**config.mk**
```make
export PLATFORM = sky130hd
export DESIGN_NAME = alu_seq_32
export DESIGN_NICKNAME = d
export VERILOG_FILES = /design/src/rtl/alu_seq_32_pkg.sv /design/src/rtl/alu_seq_32_xor.sv /design/src/rtl/alu_seq_32.sv
export SDC_FILE = /design/constraint.sdc
export NUM_CORES = 1
export LEC_CHECK = 0
export ABC_AREA = 1
export BUFFER_PORTS_ARGS = -buffer_cell sky130_fd_sc_hd__clkbuf_2
export CAP_MARGIN = 20
export CORE_AREA = 2 2 148 150
export CTS_CLUSTER_SIZE = 8
export DETAILED_ROUTE_END_ITERATION = 10
export DIE_AREA = 0 0 150 152
export PLACE_DENSITY = 0.75
export SYNTH_ARGS = -nofsm -noshare
export SYNTH_HDL_FRONTEND = slang
export SYNTH_SLANG_ARGS = --single-unit
```
**constraint.sdc**
```tcl
create_clock -name clk -period 7.1 [get_ports clk]
set_input_delay 0.355 -clock clk [delete_from_list [all_inputs] [get_ports clk]]
set_output_delay 0.355 -clock clk [all_outputs]
set_load 0.05 [all_outputs]
```
**src/rtl/alu_seq_32_pkg.sv**
```systemverilog
// Shared opcode and state encodings for the sequential ALU stage.
package alu_seq_32_pkg;

  typedef enum logic [2:0] {
    ALU_AND = 3'd0,
    ALU_OR  = 3'd1,
    ALU_XOR = 3'd2,
    ALU_ADD = 3'd3,
    ALU_SUB = 3'd4,
    ALU_SLT = 3'd5,
    ALU_SLL = 3'd6,
    ALU_SRL = 3'd7
  } alu_op_e;

  typedef enum logic [1:0] {
    ST_IDLE  = 2'd0,
    ST_EXEC  = 2'd1,
    ST_SHIFT = 2'd2,
    ST_DONE  = 2'd3
  } alu_state_e;

  function automatic logic is_shift(input logic [2:0] op);
    return (op == ALU_SLL) || (op == ALU_SRL);
  endfunction

endpackage

```
**src/rtl/alu_seq_32_xor.sv**
```systemverilog
// Purpose: 32-bit bitwise XOR built from per-bit gates; zero latency.
// Backpressure: none, purely combinational.
module xor_32 (
  input  logic [31:0] i_a,
  input  logic [31:0] i_b,
  output logic [31:0] o_y
);

  for (genvar g = 0; g < 32; g++) begin : g_bit
    xor u_xor (o_y[g], i_a[g], i_b[g]);
  end

endmodule

```
**src/rtl/alu_seq_32.sv**
```systemverilog
// Purpose: multi-cycle ALU; logic/arith done 1 cycle after start, shifts take shamt cycles.
// Backpressure: start is only accepted in IDLE; requests while busy or in DONE are dropped.
module alu_seq_32
  import alu_seq_32_pkg::*;
#(
  parameter int WIDTH = 32
) (
  input  logic             clk,
  input  logic             reset,
  input  logic             start,
  input  logic [2:0]       alu_op,
  input  logic [WIDTH-1:0] in1,
  input  logic [WIDTH-1:0] in2,
  output logic [WIDTH-1:0] result,
  output logic             zero,
  output logic             overflow,
  output logic             busy,
  output logic             done
);

  alu_state_e       r_state;
  alu_state_e       w_next_state;
  logic [2:0]       r_op;
  logic [WIDTH-1:0] r_a;
  logic [WIDTH-1:0] r_b;
  logic [WIDTH-1:0] r_work;
  logic [4:0]       r_cnt;
  logic [WIDTH-1:0] r_result;
  logic             r_zero;
  logic             r_ovf;

  logic [WIDTH-1:0] w_xor;
  logic [WIDTH-1:0] w_sum;
  logic [WIDTH-1:0] w_diff;
  logic             w_add_ovf;
  logic             w_sub_ovf;
  logic             w_lt;
  logic [WIDTH-1:0] w_exec_res;
  logic             w_exec_ovf;
  logic [WIDTH-1:0] w_work_nxt;

  xor_32 u_xor_32 (
    .i_a (r_a),
    .i_b (r_b),
    .o_y (w_xor)
  );

  assign w_sum     = r_a + r_b;
  assign w_diff    = r_a - r_b;
  assign w_add_ovf = (r_a[WIDTH-1] == r_b[WIDTH-1]) && (w_sum[WIDTH-1]  != r_a[WIDTH-1]);
  assign w_sub_ovf = (r_a[WIDTH-1] != r_b[WIDTH-1]) && (w_diff[WIDTH-1] != r_a[WIDTH-1]);
  assign w_lt      = w_diff[WIDTH-1] ^ w_sub_ovf;

  // Shifts only reach EXEC with shamt==0, so they pass operand A through.
  always_comb begin
    w_exec_res = '0;
    w_exec_ovf = 1'b0;
    case (r_op)
      ALU_AND: w_exec_res = r_a & r_b;
      ALU_OR:  w_exec_res = r_a | r_b;
      ALU_XOR: w_exec_res = w_xor;
      ALU_ADD: begin
        w_exec_res = w_sum;
        w_exec_ovf = w_add_ovf;
      end
      ALU_SUB: begin
        w_exec_res = w_diff;
        w_exec_ovf = w_sub_ovf;
      end
      ALU_SLT: w_exec_res = {{(WIDTH-1){1'b0}}, w_lt};
      default: w_exec_res = r_a;
    endcase
  end

  assign w_work_nxt = (r_op == ALU_SRL) ? (r_work >> 1) : (r_work << 1);

  always_ff @(posedge clk) begin
    if (reset) begin
      r_state <= ST_IDLE;
    end else begin
      r_state <= w_next_state;
    end
  end

  always_comb begin
    w_next_state = r_state;
    case (r_state)
      ST_IDLE: begin
        if (start) begin
          w_next_state = (is_shift(alu_op) && (in2[4:0] != 5'd0)) ? ST_SHIFT : ST_EXEC;
        end
      end
      ST_EXEC:  w_next_state = ST_DONE;
      ST_SHIFT: if (r_cnt == 5'd1) w_next_state = ST_DONE;
      ST_DONE:  w_next_state = ST_IDLE;
      default:  w_next_state = ST_IDLE;
    endcase
  end

  always_comb begin
    busy = 1'b0;
    done = 1'b0;
    case (r_state)
      ST_EXEC, ST_SHIFT: busy = 1'b1;
      ST_DONE:           done = 1'b1;
      default: begin
        busy = 1'b0;
        done = 1'b0;
      end
    endcase
  end

  always_ff @(posedge clk) begin
    if (reset) begin
      r_op     <= '0;
      r_a      <= '0;
      r_b      <= '0;
      r_work   <= '0;
      r_cnt    <= '0;
      r_result <= '0;
      r_zero   <= 1'b1;
      r_ovf    <= 1'b0;
    end else begin
      case (r_state)
        ST_IDLE: begin
          if (start) begin
            r_op   <= alu_op;
            r_a    <= in1;
            r_b    <= in2;
            r_work <= in1;
            r_cnt  <= in2[4:0];
          end
        end
        ST_EXEC: begin
          r_result <= w_exec_res;
          r_zero   <= (w_exec_res == '0);
          r_ovf    <= w_exec_ovf;
        end
        ST_SHIFT: begin
          r_work <= w_work_nxt;
          r_cnt  <= r_cnt - 5'd1;
          if (r_cnt == 5'd1) begin
            r_result <= w_work_nxt;
            r_zero   <= (w_work_nxt == '0);
            r_ovf    <= 1'b0;
          end
        end
        default: ;
      endcase
    end
  end

  assign result   = r_result;
  assign zero     = r_zero;
  assign overflow = r_ovf;

endmodule

```
==> tab_implementation.tex, run 1 <==
\begin{tabular}{lr}
\hline
Metric & Value \\
\hline
\multicolumn{2}{l}{\textbf{STA}} \\
\quad F\_max & about 240 MHz \\
\quad Relative max-transition margin & 0.230 \\
\quad Final setup viols & 0 \\
\quad Minimum clock period after layout & 4210 ps \\
\quad Worst-Margin Slew & approximately 1200 ps \\
\quad Final slew viol count & 0 \\
\quad Final Skew & between 10 and 15 ps \\
\quad Setup repair after global routing missed its margin & false \\
\quad Worst setup slack after layout & between 2000 and 3000 ps \\
\quad Final sum of negative setup slack & 0 ps \\
\quad Fin crit share & 0.593 \\
\quad Number of hold violations in the final report & 0 \\
\multicolumn{2}{l}{\textbf{Pwr}} \\
\quad Power density relative to cell area & $\sim$440 mW/mm\^{}2 \\
\quad Switching share of total power & 0.566 \\
\quad Overall power consumption & between 6 and 7 mW \\
\quad Power spent charging and discharging nets & 3.40 mW \\
\quad Max rail drop VDD & roughly 0.00032 V \\
\quad Sequential cell fraction of total power & 0.201 \\
\quad Leakage power of the design & roughly 6.8 nW \\
\quad Part of the power in combinational logic & 0.641 \\
\quad Design internal power & $\sim$2.6 mW \\
\quad Clock group share of total power & 0.157 \\
\multicolumn{2}{l}{\textbf{Final layout}} \\
\quad Post-synthesis to final-layout area growth & 8.75\% \\
\quad ANT cells & 0 \\
\quad Final Cell Area & 0.0137 mm\^{}2 \\
\quad Core utilization of the finished layout & 0.640 \\
\quad Net count of the finished layout & between 2000 and 2500 \\
\quad Fraction of layout instances using a drive strength above 1 & 0.0787 \\
\multicolumn{2}{l}{\textbf{Min path}} \\
\quad Min-delay src & in2[27] \\
\quad Worst hold path cell count & 3 \\
\quad Classification of the worst-slack hold path & in -> reg \\
\multicolumn{2}{l}{\textbf{Clocking}} \\
\quad Number of hold buffers added after CTS & 0 \\
\quad TritonCTS clock tree & yes \\
\quad \# resized after CTS & 0 \\
\quad Number of buffers inserted during clock tree synthesis & 17 \\
\quad Clock insertion delay at the later pin of the skew report & roughly 440 ps \\
\quad Number of buffers added for setup after CTS & 0 \\
\quad Buffer depth of the longest clock path & 2 \\
\quad Root buffer cell & clkbuf\_16 \\
\quad Clock-pin slew on the worst setup and hold paths & 70 ps \\
\quad H-tree lvl count & 4 \\
\quad Clock tree sinks & 140 \\
\multicolumn{2}{l}{\textbf{Worst setup path}} \\
\quad Critical path startpoint & r\_a[3]\$\_SDFFE\_PP0P\_ \\
\quad Number of cell instances on the worst register-to-register path & 28 \\
\quad Count of buffer and inverter cells on the critical path & 1 \\
\quad Critical path data required time & approximately 7500 ps \\
\quad Cell at the slowest stage of the critical path & dfxtp\_1 \\
\quad CP delay by family, top & simple AND/OR/NAND/NOR gates \\
\quad Sort of element at the start of the critical path & register \\
\quad Critical R2R Launch & r\_a[3]\$\_SDFFE\_PP0P\_ \\
\quad Delay contributed by the slowest stage of the critical path & between 400 and 500 ps \\
\quad Crit path top cell by count & nand2\_1 \\
\quad Logic depth of the worst path, buffers included & 28 \\
\quad Max FO, Critical Path & 10 \\
\quad Worst EP arrival & 4590 ps \\
\quad WS Path Type & reg -> reg \\
\quad Critical path capture point type & register \\
\multicolumn{2}{l}{\textbf{Synth}} \\
\quad Cell type with the largest total area after synthesis & dfxtp\_1 \\
\quad Syn avg cell area & roughly 5.9 um\^{}2 \\
\quad Number of unique standard cell types used by synthesis & 43 \\
\quad Share of Yosys cell area claimed by the top area cell type & 0.223 \\
\quad Flop and latch count out of synthesis & 140 \\
\quad Sequential fraction of the synthesis area & 0.223 \\
\quad Net count of the mapped netlist & 2308 \\
\quad Main synth FF type & dfxtp\_1 \\
\quad Netlist Area Pre-Place & around 0.013 mm\^{}2 \\
\quad Proportion of synthesized flip-flops having asynchronous set or reset & 0 \\
\quad Cell types occupying the most area after synthesis & dfxtp\_1 (22\%), nand2\_1 (17\%), ha\_1 (11\%), inv\_1 (9.9\%), a21oi\_1 (8.2\%) \\
\quad Most used standard cell by instance count after synthesis & nand2\_1 \\
\quad Number of enable-type register cells in the synthesized netlist & 0 \\
\quad Ranking of synthesized cells by instance count & nand2\_1 (583), inv\_1 (332), a21oi\_1 (206), o21ai\_0 (183), nor2\_1 (161) \\
\quad Post-synthesis instance total & 2124 \\
\quad Yosys synthesis warning count & 0 \\
\multicolumn{2}{l}{\textbf{Floorplanning}} \\
\quad Vertical extent of the die & about 150 um \\
\quad Starting utilization of the core area & 0.589 \\
\quad Number of standard-cell rows in the floorplan & 54 \\
\quad Area of the core & between 0.02 and 0.025 mm\^{}2 \\
\quad Die Span X & approximately 150 um \\
\quad Top-level I/O count & around 110 \\
\quad Total Die Area & around 0.023 mm\^{}2 \\
\multicolumn{2}{l}{\textbf{Global route}} \\
\quad Maximum number of pins on one net before global-route repair & 95 \\
\quad Global-route usage over all layers & 0.403 \\
\quad Global-route wire length before repair & about 71 mm \\
\quad Number of global-route vias before repair & roughly 13000 \\
\quad Antenna violations before repair & 0 \\
\quad Residual overflow from global routing & 0 \\
\multicolumn{2}{l}{\textbf{Status}} \\
\quad Outcome & finished, final reports clean \\
\multicolumn{2}{l}{\textbf{Route}} \\
\quad Routed wirelength normalized by instance count & about 19 um \\
\quad DR vias/cell & $\sim$5.8 \\
\quad ANT nets after route & 0 \\
\quad Total detailed-routing wirelength & approximately 46 mm \\
\quad DR DRC count & 0 \\
\quad TritonRoute pass-1 iters & 6 \\
\quad Routed vias & roughly 14000 \\
\quad DRC marker count from the first detailed-route iteration & about 1700 \\
\multicolumn{2}{l}{\textbf{Placed design}} \\
\quad Post-Place Cell Area & 0.0131 mm\^{}2 \\
\quad Placer Congestion & approximately 0.99 \\
\quad Port Buf Inserts & $\sim$110 \\
\quad Pre-CTS setup slack & 3030 ps \\
\quad Half-perimeter wire length of the detailed placement result & $\sim$36 mm \\
\multicolumn{2}{l}{\textbf{Flow run}} \\
\quad Total of max-cap violations & 0 \\
\hline
\end{tabular}
==> power groups by stage <==
stage / Combinational (mW) / Sequential [mW] / Clock [mW]
6_report: 3.85 / 1.21 / 0.946
3_3_place_gp: 3.66 / 1.20 / 0
5_1_grt: 4.21 / 1.23 / 0.980
3_5_place_dp: 3.71 / 1.22 / 0
2_1_floorplan: 2.49 / 1.40 / 0
4_1_cts: 3.73 / 1.20 / 0.950
==> routing by layer <==
layer,routed length [um],GRT usage,vias to the layer above
met5,0,0,-
met1,19900,0.574,6495
li1,-,-,6919
met2,19600,0.601,791
met3,5210,0.0826,111
met4,1550,0.142,0
==> worst paths after layout <==
kind,end,slack [ps]
max,zero$_SDFFE_PP1P_,2890
min,r_b[27]$_SDFFE_PP0P_,190
max reg2reg,zero$_SDFFE_PP1P_,2890
min reg2reg,result[28]$_SDFFE_PP0P_,470
==> stage by stage <==
stage / std cells / hold slack [ps]
finish: 2454 / 188
global route: 2454 / 232
CTS: 2454 / 190
detailed placement: 2422 / 460
global placement: 2422 / 455
floorplan: 2124 / 445
==> kinds of logic (layout without fill, tap and decap cells) <==
group                    count (synthesis)  after routing  share of synthesized area
AND/OR/NAND/NOR                        960            960                      0.316
adder cells (fa/ha/maj)                114            114                      0.115
AO/OA/AOI/OAI                          472            472                      0.206
flip-flops                             140            140                      0.223
buffers and inverters                  434            484                      0.138
XOR/XNOR                                 4              4                    0.00279
==> state kept, by name (all words and copies together) (netlist names) <==
| signal | flops |
|---|---|
| r_op | 3 |
| overflow | 1 |
| result | 32 |
| r_cnt | 5 |
| r_a | 32 |
| zero | 1 |
| r_b | 32 |
| r_state | 2 |
| r_work | 32 |
==> cell usage in the layout, fill, tap and decap left out, types with 17 or more instances in the layout <==
master,synthesis,routed
a221oi_1,27,27
nand4_1,30,30
ha_1,111,111
a21oi_1,206,206
nand3_1,143,143
clkbuf_2,2,105
nand2_1,583,582
o21ai_0,183,183
clkbuf_16,0,17
inv_1,332,330
nor2_1,161,160
dfxtp_1,140,140
==> worst register-to-register path, delay by kind of cell (launching register included) <==
kind	cells	cell delay, ps
AO/OA/AOI/OAI	3	320
AND/OR/NAND/NOR	22	2480
buffers and inverters	1	90
flip-flops	1	430
adder cells (fa/ha/maj)	2	840
==> area by class of cell <==
cell class,instances,area [um^2]
Multi-Input combinational cell,1550,8050
Clock inverter,14,175
Sequential cell,140,2800
Inverter,339,1270
Tap cell,280,350
Clock buffer,18,429
Fill cell,2129,7680
Timing Repair Buffer,113,586
No activity file was read; power rests on OpenSTA's default activity.
==> inputs of run 2 (changes only) <==
CORE_AREA = 2 2 153 155   (was 2 2 148 150)
DIE_AREA = 0 0 155 157   (was 0 0 150 152)
PLACE_DENSITY = 0.74   (was 0.75)
clock period = 3.6 ns   (was 7.1 ns; I/O delays follow)
==> tab_implementation.tex, run 2 (synthesis gave the netlist of run 1 again) <==
\begin{tabular}{lr}
\hline
Metric & Value \\
\hline
\multicolumn{2}{l}{\textbf{Clocking}} \\
\quad Clock insertion delay at the later pin of the skew report & 440 ps (about the same) \\
\quad H-tree lvl count & 4 (unchanged) \\
\quad Clock-pin slew on the worst setup and hold paths & 70 ps (about the same) \\
\quad Number of hold buffers added after CTS & 0 (unchanged) \\
\quad Number of buffers inserted during clock tree synthesis & 17 (unchanged) \\
\quad Root buffer cell & clkbuf\_16 \\
\quad Buffer depth of the longest clock path & 2 (unchanged) \\
\quad TritonCTS clock tree & yes \\
\quad Clock tree sinks & 140 (unchanged) \\
\multicolumn{2}{l}{\textbf{Worst setup path}} \\
\quad Critical path data required time & 3980 ps (-3500 ps) \\
\quad Cell at the slowest stage of the critical path & fa\_1 \\
\quad Crit path top cell by count & nand2\_1 \\
\quad Critical path destination & zero\$\_SDFFE\_PP1P\_ \\
\quad Critical path capture point type & register \\
\quad Critical R2R Launch & r\_b[0]\$\_SDFFE\_PP0P\_ \\
\quad Delay contributed by the slowest stage of the critical path & 400 ps (-30 ps) \\
\quad Number of cell instances on the worst register-to-register path & 20 (-29\%) \\
\quad Critical Path, Cell by Cell & ha\_1, inv\_1, fa\_1, inv\_1, nand3\_1, nand2\_1, nand2\_1, nand2\_1, nand2\_1, nand3\_1, nand2\_1, nand3\_1, nand4\_1, nor2\_1, nand2\_1, nor2\_1, nand2\_1, o21bai\_1, nand2\_1, nand2\_1 \\
\quad Max FO, Critical Path & 6 (-4) \\
\quad Critical path startpoint & r\_b[0]\$\_SDFFE\_PP0P\_ \\
\quad Sort of element at the start of the critical path & register \\
\quad Worst EP arrival & 3790 ps (-800 ps) \\
\quad R2R Path End & zero\$\_SDFFE\_PP1P\_ \\
\quad Worst reg2reg setup slack & 200 ps (-2690 ps) \\
\quad WS Path Type & reg -> reg \\
\multicolumn{2}{l}{\textbf{Global route}} \\
\quad Number of global-route vias before repair & 13300 (+0.76\%) \\
\quad Global-route usage over all layers & 0.385 (-0.0177) \\
\quad Residual overflow from global routing & 0 (unchanged) \\
\quad Maximum number of pins on one net before global-route repair & 134 (+41\%) \\
\quad Global-route wire length before repair & 72.3 mm (+1.2\%) \\
\quad Antenna violations before repair & 0 (unchanged) \\
\multicolumn{2}{l}{\textbf{Pwr}} \\
\quad Switching share of total power & 0.551 (-0.0146) \\
\quad Clock group share of total power & 0.134 (-0.023) \\
\quad Part of the power in combinational logic & 0.687 (+0.046) \\
\quad Power spent charging and discharging nets & 7.33 mW (+120\%) \\
\quad Power density relative to cell area & 880 mW/mm\^{}2 (+100\%) \\
\quad Max rail drop VDD & 0.000509 V (+60\%) \\
\quad Design internal power & 5.97 mW (+130\%) \\
\quad Sequential cell fraction of total power & 0.179 (-0.022) \\
\quad Leakage power of the design & 7.37 nW (+8.7\%) \\
\multicolumn{2}{l}{\textbf{Floorplanning}} \\
\quad Top-level I/O count & 106 (unchanged) \\
\quad Number of standard-cell rows in the floorplan & 55 (+1.9\%) \\
\quad Total Die Area & 0.0243 mm\^{}2 (+6.7\%) \\
\quad Starting utilization of the core area & 0.558 (-0.0301) \\
\quad Area of the core & 0.0225 mm\^{}2 (+5.4\%) \\
\quad Vertical extent of the die & 157 um (+3.3\%) \\
\quad Die Span X & 155 um (+3.3\%) \\
\multicolumn{2}{l}{\textbf{Route}} \\
\quad TritonRoute pass-1 iters & 7 (+1) \\
\quad Total detailed-routing wirelength & 48.2 mm (+4.3\%) \\
\quad Routed vias & 14800 (+3.5\%) \\
\quad Max Used Layer & met4 \\
\quad DR vias/cell & 5.77 (-1.1\%) \\
\quad DRC marker count from the first detailed-route iteration & 1736 (+4.9\%) \\
\quad Routed wirelength normalized by instance count & 18.8 um (-0.37\%) \\
\quad Met3 Routed Length & 6.01 mm (+15\%) \\
\quad Detailed-routing wirelength on met1 & 20.7 mm (+3.7\%) \\
\quad DR DRC count & 0 (unchanged) \\
\quad Detailed-routed wire length on met2 & 20.3 mm (+3.5\%) \\
\quad ANT nets after route & 0 (unchanged) \\
\multicolumn{2}{l}{\textbf{STA}} \\
\quad F\_max & 294 MHz (+24\%) \\
\quad Relative max-transition margin & 0.320 (+0.0905) \\
\quad Fin crit share & 0.946 (+0.353) \\
\quad Final Skew & 16.6 ps (+1.90 ps) \\
\quad Minimum clock period after layout & 3400 ps (-805 ps) \\
\quad Final slew viol count & 0 (unchanged) \\
\quad Number of hold violations in the final report & 0 (unchanged) \\
\quad Final setup viols & 0 (unchanged) \\
\quad Worst-Margin Slew & 1020 ps (-133 ps) \\
\multicolumn{2}{l}{\textbf{Final layout}} \\
\quad Final std cells w/o fill & 2568 (+4.6\%) \\
\quad ANT cells & 0 (unchanged) \\
\quad Top library cells by usage in the layout, fill and taps aside & nand2\_1 (563), inv\_1 (273), a21oi\_1 (202) \\
\quad Filler instances & 2047 (-3.9\%) \\
\quad Net count of the finished layout & 2454 (+4.6\%) \\
\quad Final Cell Area & 0.0151 mm\^{}2 (+11\%) \\
\quad Post-synthesis to final-layout area growth & 20.2\% \\
\quad Core utilization of the finished layout & 0.671 (+0.0312) \\
\quad Fraction of layout instances using a drive strength above 1 & 0.198 (+0.119) \\
\quad Commonest non-fill, non-tap cell in the layout & nand2\_1 \\
\multicolumn{2}{l}{\textbf{Placed design}} \\
\quad Half-perimeter wire length of the detailed placement result & 37.2 mm (+3.9\%) \\
\quad Inst Count DP & 2521 (+4.1\%) \\
\quad Placer Congestion & 1.02 (+3.9\%) \\
\quad Port Buf Inserts & 105 (unchanged) \\
\quad Post-Place Cell Area & 0.0138 mm\^{}2 (+5.6\%) \\
\multicolumn{2}{l}{\textbf{Flow run}} \\
\quad Total of max-cap violations & 0 (unchanged) \\
\multicolumn{2}{l}{\textbf{Status}} \\
\quad Outcome & finished, final reports clean \\
\multicolumn{2}{l}{\textbf{Min path}} \\
\quad Classification of the worst-slack hold path & in -> reg \\
\hline
\end{tabular}
## run 2: changes by cell type in the layout (fill, tap and decap cells not counted), moves of 9 or more
cell | previous run | this run
nand2_1 | 582 | 563
ha_1 | 111 | 80
ha_4 | 0 | 27
dfxtp_1 | 140 | 101
nand2_2 | 5 | 21
dfxtp_2 | 0 | 39
inv_1 | 330 | 273
nor2_4 | 1 | 10
buf_4 | 8 | 114
inv_2 | 8 | 65
nor2_1 | 160 | 148
## run 2: per-stage QoR
| step | TNS, ps | setup WS [ps] | hold slack (ps) | power, mW |
|---|---|---|---|---|
| finish | 0 | 195 | 23.1 | 13.3 |
| global route | -135 | -135 | 35.2 | 14.1 |
| CTS | 0 | 3.91 | 21.5 | 12.2 |
| detailed placement | 0 | 36.5 | 456 | 10.4 |
| global placement | 0 | 122 | 452 | 10.3 |
| floorplan | 0 | 345 | 340 | 7.68 |
## run 2: per-layer routing
layer,vias up,GRT usage
li1,7150,-
met1,6719,0.552
met2,849,0.584
met3,94,0.0812
met4,0,0.105
met5,-,0
## run 2: critical path: cells and delay by family, from the launching register on
kind | cells | cell delay (ps)
AND/OR/NAND/NOR | 15 | 1920
adder cells (fa/ha/maj) | 2 | 670
buffers and inverters | 2 | 260
AO/OA/AOI/OAI | 1 | 130
flip-flops | 1 | 360
## run 2: what timing repair did
item | 4_1_cts | 5_1_grt
setup endpoints to repair | 0 | 3
resized for setup | 0 | 194
setup buffers | 0 | 15
## run 2: how the worst min path moves through the flow
| stage | slack, ps | from | to | cells past startpoint |
|---|---|---|---|---|
| 4_1_cts | 20 | alu_op[1] | r_op[1]$_SDFFE_PP0P_ | 3 |
| 6_report | 20 | alu_op[1] | r_op[1]$_SDFFE_PP0P_ | 3 |
| 5_1_grt | 40 | in2[27] | r_b[27]$_SDFFE_PP0P_ | 3 |
| 3_5_place_dp | 460 | result[14]$_SDFFE_PP0P_ | result[14]$_SDFFE_PP0P_ | 2 |
| 2_1_floorplan | 340 | start | r_op[1]$_SDFFE_PP0P_ | 2 |
| 3_3_place_gp | 450 | result[21]$_SDFFE_PP0P_ | result[21]$_SDFFE_PP0P_ | 2 |
## run 2: layout make-up
class	count	area, um^2	share of cell area
Multi-Input combinational cell	1550	8610	0.570
Sequential cell	140	2850	0.189
Timing Repair Buffer	222	1430	0.0948
Inverter	339	1270	0.0842
Clock buffer	18	429	0.0284
Tap cell	285	357	0.0236
Clock inverter	14	153	0.0101
## run 2: power by group through the flow
stage                     clock, mW  combinational (mW)  sequential (mW)
after global routing           1.84                9.88             2.43
final                          1.78                9.13             2.38
after floorplan                   0                4.92             2.76
after global placement            0                7.95             2.34
after detailed placement          0                8.04             2.36
after CTS                      1.78                8.09             2.33
==> inputs of run 3 (changes only) <==
CORE_AREA = 2 2 176 135   (was 2 2 153 155)
DIE_AREA = 0 0 178 137   (was 0 0 155 157)
==> tab_implementation.tex, run 3 (synthesis gave the netlist of run 1 again) <==
\begin{tabular}{lr}
\hline
Metric & Value \\
\hline
\multicolumn{2}{l}{\textbf{Final layout}} \\
\quad Commonest non-fill, non-tap cell in the layout & nand2\_1 \\
\quad Filler instances & 2060 (+0.64\%) \\
\quad Fraction of layout instances using a drive strength above 1 & 0.192 (-0.00554) \\
\quad Net count of the finished layout & 2447 (-0.29\%) \\
\quad ANT cells & 0 (unchanged) \\
\quad Post-synthesis to final-layout area growth & 20.1\% (about the same) \\
\quad Top library cells by usage in the layout, fill and taps aside & nand2\_1 (564), inv\_1 (276), a21oi\_1 (201) \\
\multicolumn{2}{l}{\textbf{STA}} \\
\quad Worst setup slack after layout & 187 ps (-8.21 ps) \\
\quad Relative max-transition margin & 0.279 (-0.0411) \\
\quad Number of hold violations in the final report & 0 (unchanged) \\
\quad Final Skew & 12.2 ps (-4.39 ps) \\
\quad Final slew viol count & 0 (unchanged) \\
\quad Minimum clock period after layout & 3410 ps (+8.21 ps) \\
\quad Fin Hold WS & 22.1 ps (-1.01 ps) \\
\quad Fin crit share & 0.948 (+0.00228) \\
\quad F\_max & 293 MHz (-0.24\%) \\
\quad Worst-Margin Slew & 1080 ps (+59.2 ps) \\
\quad Setup repair after global routing missed its margin & true \\
\quad Final sum of negative setup slack & 0 ps (unchanged) \\
\quad Final setup viols & 0 (unchanged) \\
\multicolumn{2}{l}{\textbf{Worst setup path}} \\
\quad Critical path data required time & 3980 ps (about the same) \\
\quad Delay contributed by the slowest stage of the critical path & 350 ps (-50 ps) \\
\quad Sort of element at the start of the critical path & register \\
\quad Cell at the slowest stage of the critical path & fa\_2 \\
\quad Max FO, Critical Path & 3 (-3) \\
\quad Worst reg2reg setup slack & 190 ps (about the same) \\
\quad Critical path capture point type & register \\
\quad Count of buffer and inverter cells on the critical path & 1 (-1) \\
\quad Worst EP arrival & 3800 ps (about the same) \\
\quad WS Path Type & reg -> reg \\
\quad CP delay by family, top & simple AND/OR/NAND/NOR gates \\
\multicolumn{2}{l}{\textbf{Global route}} \\
\quad GR met2 Demand/Resource & 0.621 (+0.0369) \\
\quad Number of global-route vias before repair & 13500 (+1.9\%) \\
\quad Antenna violations before repair & 0 (unchanged) \\
\quad Maximum number of pins on one net before global-route repair & 73 (-46\%) \\
\quad GRT Max-Usage Layer & met2 \\
\quad Residual overflow from global routing & 0 (unchanged) \\
\quad Global-route usage over all layers & 0.393 (+0.00785) \\
\quad Met1 Use GR & 0.527 (-0.0253) \\
\quad Met3 Track Usage GR & 0.0581 (-0.0232) \\
\quad Global-route wire length before repair & 73.3 mm (+1.4\%) \\
\multicolumn{2}{l}{\textbf{Pwr}} \\
\quad Max rail drop VDD & 0.000814 V (+60\%) \\
\quad Power density relative to cell area & 884 mW/mm\^{}2 (+0.44\%) \\
\quad Leakage power of the design & 7.34 nW (-0.42\%) \\
\multicolumn{2}{l}{\textbf{Floorplanning}} \\
\quad Top-level I/O count & 106 (unchanged) \\
\quad Number of standard-cell rows in the floorplan & 48 (-13\%) \\
\quad Area of the core & 0.0226 mm\^{}2 (+0.62\%) \\
\quad Total Die Area & 0.0244 mm\^{}2 (+0.21\%) \\
\quad Starting utilization of the core area & 0.555 (-0.00343) \\
\quad Die Span X & 178 um (+15\%) \\
\quad Vertical extent of the die & 137 um (-13\%) \\
\multicolumn{2}{l}{\textbf{Clocking}} \\
\quad Clock insertion delay at the later pin of the skew report & 440 ps (about the same) \\
\quad Clock tree sinks & 140 (unchanged) \\
\quad H-tree lvl count & 4 (unchanged) \\
\quad TritonCTS clock tree & yes \\
\quad Number of buffers inserted during clock tree synthesis & 17 (unchanged) \\
\quad Root buffer cell & clkbuf\_16 \\
\quad Clock-pin slew on the worst setup and hold paths & 60 ps (about the same) \\
\quad Buffer depth of the longest clock path & 2 (unchanged) \\
\multicolumn{2}{l}{\textbf{Placed design}} \\
\quad Port Buf Inserts & 105 (unchanged) \\
\quad Half-perimeter wire length of the detailed placement result & 38.0 mm (+2.3\%) \\
\quad Pre-CTS setup slack & -64.3 ps (-101 ps) \\
\quad Placer Congestion & 1.00 (-2.1\%) \\
\multicolumn{2}{l}{\textbf{Route}} \\
\quad DR vias/cell & 5.79 (+0.44\%) \\
\quad TritonRoute pass-1 iters & 6 (-1) \\
\quad ANT nets after route & 0 (unchanged) \\
\quad Routed vias & 14900 (+0.76\%) \\
\quad DR DRC count & 0 (unchanged) \\
\quad Total detailed-routing wirelength & 49.3 mm (+2.3\%) \\
\quad Routed wirelength normalized by instance count & 19.1 um (+1.9\%) \\
\quad DRC marker count from the first detailed-route iteration & 1761 (+1.4\%) \\
\multicolumn{2}{l}{\textbf{Min path}} \\
\quad Classification of the worst-slack hold path & in -> reg \\
\multicolumn{2}{l}{\textbf{Status}} \\
\quad Outcome & finished, final reports clean \\
\multicolumn{2}{l}{\textbf{Flow run}} \\
\quad Total of max-cap violations & 0 (unchanged) \\
\hline
\end{tabular}
run 3: final cells by class:
| cell class | instances | area, um^2 | area share |
|---|---|---|---|
| Clock inverter | 14 | 185 | 0.0123 |
| Inverter | 339 | 1270 | 0.0845 |
| Sequential cell | 140 | 2850 | 0.189 |
| Timing Repair Buffer | 215 | 1350 | 0.0895 |
| Tap cell | 300 | 375 | 0.0249 |
| Multi-Input combinational cell | 1550 | 8630 | 0.572 |
| Clock buffer | 18 | 429 | 0.0284 |
run 3: worst min-delay path: stages:
cell and delay (ps):
clkbuf_2 70, o21ai_0 70, a21oi_1 100
run 3: per-stage QoR:
| step | power, mW | util | instances | cell area, um^2 |
|---|---|---|---|---|
| global placement | 10.3 | 0.609 | 2536 | 13800 |
| finish | 13.3 | 0.667 | 2576 | 15100 |
| global route | 14.2 | 0.667 | 2576 | 15100 |
| detailed placement | 10.4 | 0.609 | 2536 | 13800 |
| CTS | 12.4 | 0.637 | 2568 | 14400 |
| floorplan | 7.68 | - | 2124 | 12600 |
run 3: final timing paths:
path,cells past startpoint,to,start
worst max register to register,28,zero$_SDFFE_PP1P_,r_a[1]$_SDFFE_PP0P_
worst min register to register,2,result[19]$_SDFFE_PP0P_,result[19]$_SDFFE_PP0P_
worst max-delay path,28,zero$_SDFFE_PP1P_,r_a[1]$_SDFFE_PP0P_
worst min-delay path,3,r_b[5]$_SDFFE_PP0P_,in2[5]
run 3: layer usage:
metal,vias up,routed length [um]
li1,7129,-
met1,6799,20700
met5,-,0
met3,160,4600
met2,836,21500
met4,0,2520
run 3: power by group:
part / internal (mW) / leakage (nW) / switching [mW] / total [mW]
sequential: 2.07 / 1.17 / 0.325 / 2.39
clock: 1.11 / 0.295 / 0.793 / 1.90
combinational: 2.90 / 5.88 / 6.15 / 9.05
run 3: repair_timing:
item | 4_1_cts | 5_1_grt
gates resized for setup | 5 | 182
setup endpoints to repair | 1 | 3
setup buffers | 0 | 8
pin swaps | 0 | 33
endpoints found under the hold margin | 0 | 0
cloned | 0 | 0
hold buffers | 0 | 0
